`src/rtl/if_stage.sv`:
```
// Instruction-fetch stage: PC, single-outstanding imem handshake,
// one-entry stall buffer and the IF/ID pipeline register.
module if_stage #(
   parameter int          N        = 32,
   parameter logic [N-1:0] RESET_PC = '0
) (
   input  logic         clk,
   input  logic         rst,
   input  logic         hazard_detected_in,
   input  logic         br_taken,
   input  logic [N-1:0] br_target,
   output logic         imem_req,
   output logic [N-1:0] imem_addr,
   input  logic         imem_gnt,
   input  logic         imem_rvalid,
   input  logic [N-1:0] imem_rdata,
   output logic [N-1:0] instruction,
   output logic [N-1:0] pc_out,
   output logic         valid_out
);

   typedef enum logic [1:0] {
      S_FETCH,
      S_WAIT,
      S_DROP
   } state_e;

   localparam logic [N-1:0] INC = N'(4);

   state_e       state_q, state_d;
   logic [N-1:0] pc_q, pc_d;
   logic [N-1:0] req_pc_q, req_pc_d;
   logic         buf_full_q, buf_full_d;
   logic [N-1:0] buf_instr_q, buf_instr_d;
   logic [N-1:0] buf_pc_q, buf_pc_d;
   logic [N-1:0] instr_q, instr_d;
   logic [N-1:0] pc_out_q, pc_out_d;
   logic         valid_q, valid_d;

   logic         gnt_ok;
   logic         rsp_live;

   // Request only from FETCH with an empty buffer and no stall.
   always_comb begin
      imem_req = !rst && (state_q == S_FETCH) && !buf_full_q
                 && !hazard_detected_in;
      gnt_ok   = imem_req && imem_gnt;
      rsp_live = (state_q == S_WAIT) && imem_rvalid;
   end

   assign imem_addr   = pc_q;
   assign instruction = instr_q;
   assign pc_out      = pc_out_q;
   assign valid_out   = valid_q;

   // Next-state: redirect first, then fetch FSM and IF/ID update.
   always_comb begin
      state_d     = state_q;
      pc_d        = pc_q;
      req_pc_d    = req_pc_q;
      buf_full_d  = buf_full_q;
      buf_instr_d = buf_instr_q;
      buf_pc_d    = buf_pc_q;
      instr_d     = instr_q;
      pc_out_d    = pc_out_q;
      valid_d     = valid_q;

      if (br_taken) begin
         pc_d       = br_target;
         instr_d    = '0;
         valid_d    = 1'b0;
         buf_full_d = 1'b0;
         // A response landing in the redirect cycle is already consumed,
         // so only a still-pending fetch needs a DROP state.
         unique case (state_q)
            S_WAIT:  state_d = imem_rvalid ? S_FETCH : S_DROP;
            S_DROP:  state_d = imem_rvalid ? S_FETCH : S_DROP;
            default: state_d = gnt_ok ? S_DROP : S_FETCH;
         endcase
      end else begin
         unique case (state_q)
            S_FETCH: begin
               if (gnt_ok) begin
                  req_pc_d = pc_q;
                  pc_d     = pc_q + INC;
                  state_d  = S_WAIT;
               end
            end
            S_WAIT: begin
               if (imem_rvalid) state_d = S_FETCH;
            end
            S_DROP: begin
               if (imem_rvalid) state_d = S_FETCH;
            end
            default: state_d = S_FETCH;
         endcase

         if (hazard_detected_in) begin
            if (rsp_live) begin
               buf_full_d  = 1'b1;
               buf_instr_d = imem_rdata;
               buf_pc_d    = req_pc_q + INC;
            end
         end else if (buf_full_q) begin
            instr_d    = buf_instr_q;
            pc_out_d   = buf_pc_q;
            valid_d    = 1'b1;
            buf_full_d = 1'b0;
         end else if (rsp_live) begin
            instr_d  = imem_rdata;
            pc_out_d = req_pc_q + INC;
            valid_d  = 1'b1;
         end else begin
            valid_d = 1'b0;
         end
      end
   end

   // State and pipeline registers.
   always_ff @(posedge clk or posedge rst) begin
      if (rst) begin
         state_q     <= S_FETCH;
         pc_q        <= RESET_PC;
         req_pc_q    <= '0;
         buf_full_q  <= 1'b0;
         buf_instr_q <= '0;
         buf_pc_q    <= '0;
         instr_q     <= '0;
         pc_out_q    <= '0;
         valid_q     <= 1'b0;
      end else begin
         state_q     <= state_d;
         pc_q        <= pc_d;
         req_pc_q    <= req_pc_d;
         buf_full_q  <= buf_full_d;
         buf_instr_q <= buf_instr_d;
         buf_pc_q    <= buf_pc_d;
         instr_q     <= instr_d;
         pc_out_q    <= pc_out_d;
         valid_q     <= valid_d;
      end
   end

endmodule

```
`config.mk`:
```
export PLATFORM = sky130hd
export DESIGN_NAME = if_stage
export DESIGN_NICKNAME = d
export VERILOG_FILES = /design/src/rtl/if_stage.sv
export SDC_FILE = /design/constraint.sdc
export NUM_CORES = 1
export LEC_CHECK = 0
export BUFFER_PORTS_ARGS = -buffer_cell sky130_fd_sc_hd__buf_2
export CAP_MARGIN = 30
export CORE_ASPECT_RATIO = 1.5
export CORE_UTILIZATION = 60
export DETAILED_ROUTE_END_ITERATION = 10
export PLACE_DENSITY_LB_ADDON = 0.1
export RECOVER_POWER = 50
export REMOVE_ABC_BUFFERS = 1
export SYNTH_ARGS = -nofsm -noshare
export SYNTH_HDL_FRONTEND = slang
export SYNTH_SLANG_ARGS = --single-unit
```
`constraint.sdc`:
```
create_clock -name clk -period 10.5 [get_ports clk]
set_clock_uncertainty 0.15 [all_clocks]
set_input_delay 0.525 -clock clk [delete_from_list [all_inputs] [get_ports clk]]
set_output_delay 0.525 -clock clk [all_outputs]
set_load 0.005 [all_outputs]
```
==> impl_metrics.toml <==
[layout]
drive_gt1_share_pct = 22.3
syn_to_final_growth_pct = 16.6
fin_nets = 1065
fin_cells = 1204
fill_cells = 1174
multi_input_area_sq_um = 4010
regArea_sq_um = 4910
final_cell_area_sq_um = 10700

[logic_synthesis]
synth-warning-count = 0
synth.cell_area_sq_um = 9170
ys_ff_latch = 196
netlist.top_cell.by_area = "dfrtp_1"
netlist_instances = 846
ys_top_cells_by_area = "dfrtp_1 (54%), mux2_2 (5.5%), mux2i_1 (4.3%)"
yosysMostFrequentCell = "dfrtp_1"
synthTopCellsByCount = "dfrtp_1 (196), nand2_1 (92), nor2_1 (65), o21ai_0 (53), mux2_2 (45)"
synth_flop_cell = "dfrtp_1"
synth_async_sr_flop_share_pct = 100
synth_edf_count = 0
syn_area_per_cell_sq_um = 10.8
synthDistinctLibCells = 43
yosysTopAreaCellShare_pct = 53.5
seq_area_frac_synth_pct = 53.5

[sta]
min_period_over_period_pct = 44.6
relSlewSlack_pct = -107
setup_viol = 0
max_slew.worst_pin.slew_ns = 3.10
rsz0062_at_grt = "false"
final_max_slew_viol_count = 73
fin_tns_setup_ns = 0
holdWs_ns = 0.158
fin_crit_ns = 4.68
max_freq_mhz = 213
hold_viol = 0

[place]
place_area_sq_um = 10100
port_buffers = 167
hpwl_mm = 13.5
placed_cells = 1169
gp_routability_congestion = 0.830

[cts]
clock_path_buffers = 2
numCtsBuffers = 17
clock-root-buffer = "clkbuf_16"
htreeDepth = 4
post_cts_buffers = 0
cts.sinks = 196
clk_latency_ns = 0.43
cts_tree = "done"
clk_pin_slew_ns = 0.07

[grt]
grt_most_used_layer = "met2"
antenna_found_initial = 1
grt_pass1_wl_mm = 33.0
grt_overflow_total = 0
track_usage_pct = 27.0
grtUsageMet3_pct = 5.85
grtUsageMet2_pct = 44.0
grt_max_degree = 131
met1_usage_pct = 34.5
grt_pass1_vias = 6680

[pwr]
ir_worst_vdd_mv = 0.120
p_leak_nw = 4.73
powerDensity_nw_per_um2 = 201

[floorplanning]
boundaryPins = 168
initial_core_util_pct = 61.1
die_h_um = 153
core-area_sq_um = 15000
die_w_um = 103
dieArea_sq_um = 15800
std_cell_rows = 55

[critical_path]
crit_arrival_ns = 4.81
path_class = "primary input to register"
critPathSlowestCell = "clkbuf_1"
crit_buf_inv = 3
crit_path_frequent_cell = "clkbuf_1"
r2r_slack_ns = 7.51
r2r-end = "imem_addr[31]$_DFFE_PP0P_"
critPathTopFamily = "buffers and inverters"
cp_max_fo = 72
worstPathRequired_ns = 10.63
start_kind = "primary input"
crit_chain = "clkbuf_1 -> clkbuf_1 -> nor3_2 -> buf_4 -> nand2b_1 -> o21ai_0"
critPathCaptureType = "register"
reg2regPathDepth = 5
reg2reg_from = "buf_full_q$_DFFE_PP0P_"
max_stage_delay_ns = 2.25

[worst_hold_path]
hold_path_class = "primary input to register"
min_path_cells = 3
whs_endpoint = "imem_addr[8]$_DFFE_PP0P_"
worstHoldStart = "br_target[8]"

[status]
outcome = "finished with violations"
violations = "capacitance limit, slew limit"

[detailed_routing]
drtIter0Drc = 334
viasPerCell = 5.59
dr_total_vias = 6725
wire_per_inst_um = 16.3
dr.pass1.iters = 4
final_antenna_net_count = 0
wl_mm = 19.7
drc = 0

[flow_run]
max_cap_viol_count = 1
[per-stage QoR]
step	worst slack, ns	total power, mW	util, %
finish	5.82	2.15	71.3
global route	5.32	2.28	71.3
CTS	7.60	2.17	71.5
detailed placement	7.61	1.52	67.6
global placement	7.42	1.50	67.4
floorplan	4.37	1.35	-
[worst min-delay path, stage by stage]
cell and delay [ns]:
buf_2 0.07, nand2_1 0.04, o21ai_0 0.06
[how the worst max path moves through the flow]
stage | startpoint | end | slack (ns) | cells after the start
after global placement | buf_full_q$_DFFE_PP0P_ | pc_out[30]$_DFFE_PP0P_ | 7.42 | 6
after global routing | br_taken | pc_out[15]$_DFFE_PP0P_ | 5.32 | 6
final | br_taken | pc_out[18]$_DFFE_PP0P_ | 5.82 | 6
after floorplan | buf_full_q$_DFFE_PP0P_ | pc_out[30]$_DFFE_PP0P_ | 4.37 | 5
after detailed placement | buf_full_q$_DFFE_PP0P_ | imem_addr[31]$_DFFE_PP0P_ | 7.61 | 5
after CTS | buf_full_q$_DFFE_PP0P_ | imem_addr[31]$_DFFE_PP0P_ | 7.60 | 5
[per-layer routing]
layer	share of wire, %	vias up
met3	5.0	40
met1	42	3242
li1	-	3281
met5	0	-
met2	50	162
met4	3.1	0
[power by group]
part	leakage, nW	switching [mW]	internal, mW	total [mW]
Combinational	1.90	0.199	0.209	0.409
Clock	0.285	0.299	0.348	0.647
Sequential	2.55	0.150	0.942	1.09
Total	4.73	0.649	1.50	2.15
[logic make-up (layout without fill, tap and decap cells)]
logic type                 Yosys count  count (layout)  synth area share, %
AOI/OAI and AO/OA                  156             156                 9.83
xor gates and xnor gates            54              54                 5.16
adders and majority gates            4               4                0.546
and+or+nand+nor                    265             265                 15.3
DFF                                196             196                 53.5
buffers and inverters               63             221                 2.87
other                                0               1                    0
muxes                              108             108                 12.7
[placed cells by master, fill, tap and decap left out, types with 17 or more instances in the layout]
master,synthesis,layout
nand3_1,19,19
xnor2_1,41,41
clkbuf_16,0,17
dfrtp_1,196,195
mux2i_1,39,39
clkbuf_1,30,52
mux2_2,45,45
nand2_1,92,92
nand4_1,17,17
mux2_1,24,24
buf_2,9,116
o21ai_1,20,20
nor2_1,65,64
o21ai_0,53,53
a21oi_1,31,31
a211oi_1,32,32
[state kept, by name (all words and copies together) (netlist names)]
signal,count
buf_instr_q,32
buf_pc_q,32
imem_addr,32
instruction,32
pc_out,32
req_pc_q,32
state_q,2
buf_full_q,1
valid_out,1
[final cells by class]
class	instances	share of cell area [%]
sequential	196	45.9
clock inverter	13	1.29
timing repair buffer	177	8.25
multi-input combinational	587	37.5
antenna	1	0.0234
tap	199	2.33
clock buffer	19	4.24
inverter	12	0.433
[timing repair]
| item | in CTS | in global routing |
|---|---|---|
| hold buffers | 0 | 1 |
| resized for setup | 0 | 0 |
| hold endpoints to repair | 0 | 1 |
Note: power is estimated with default switching activity, not from simulation.
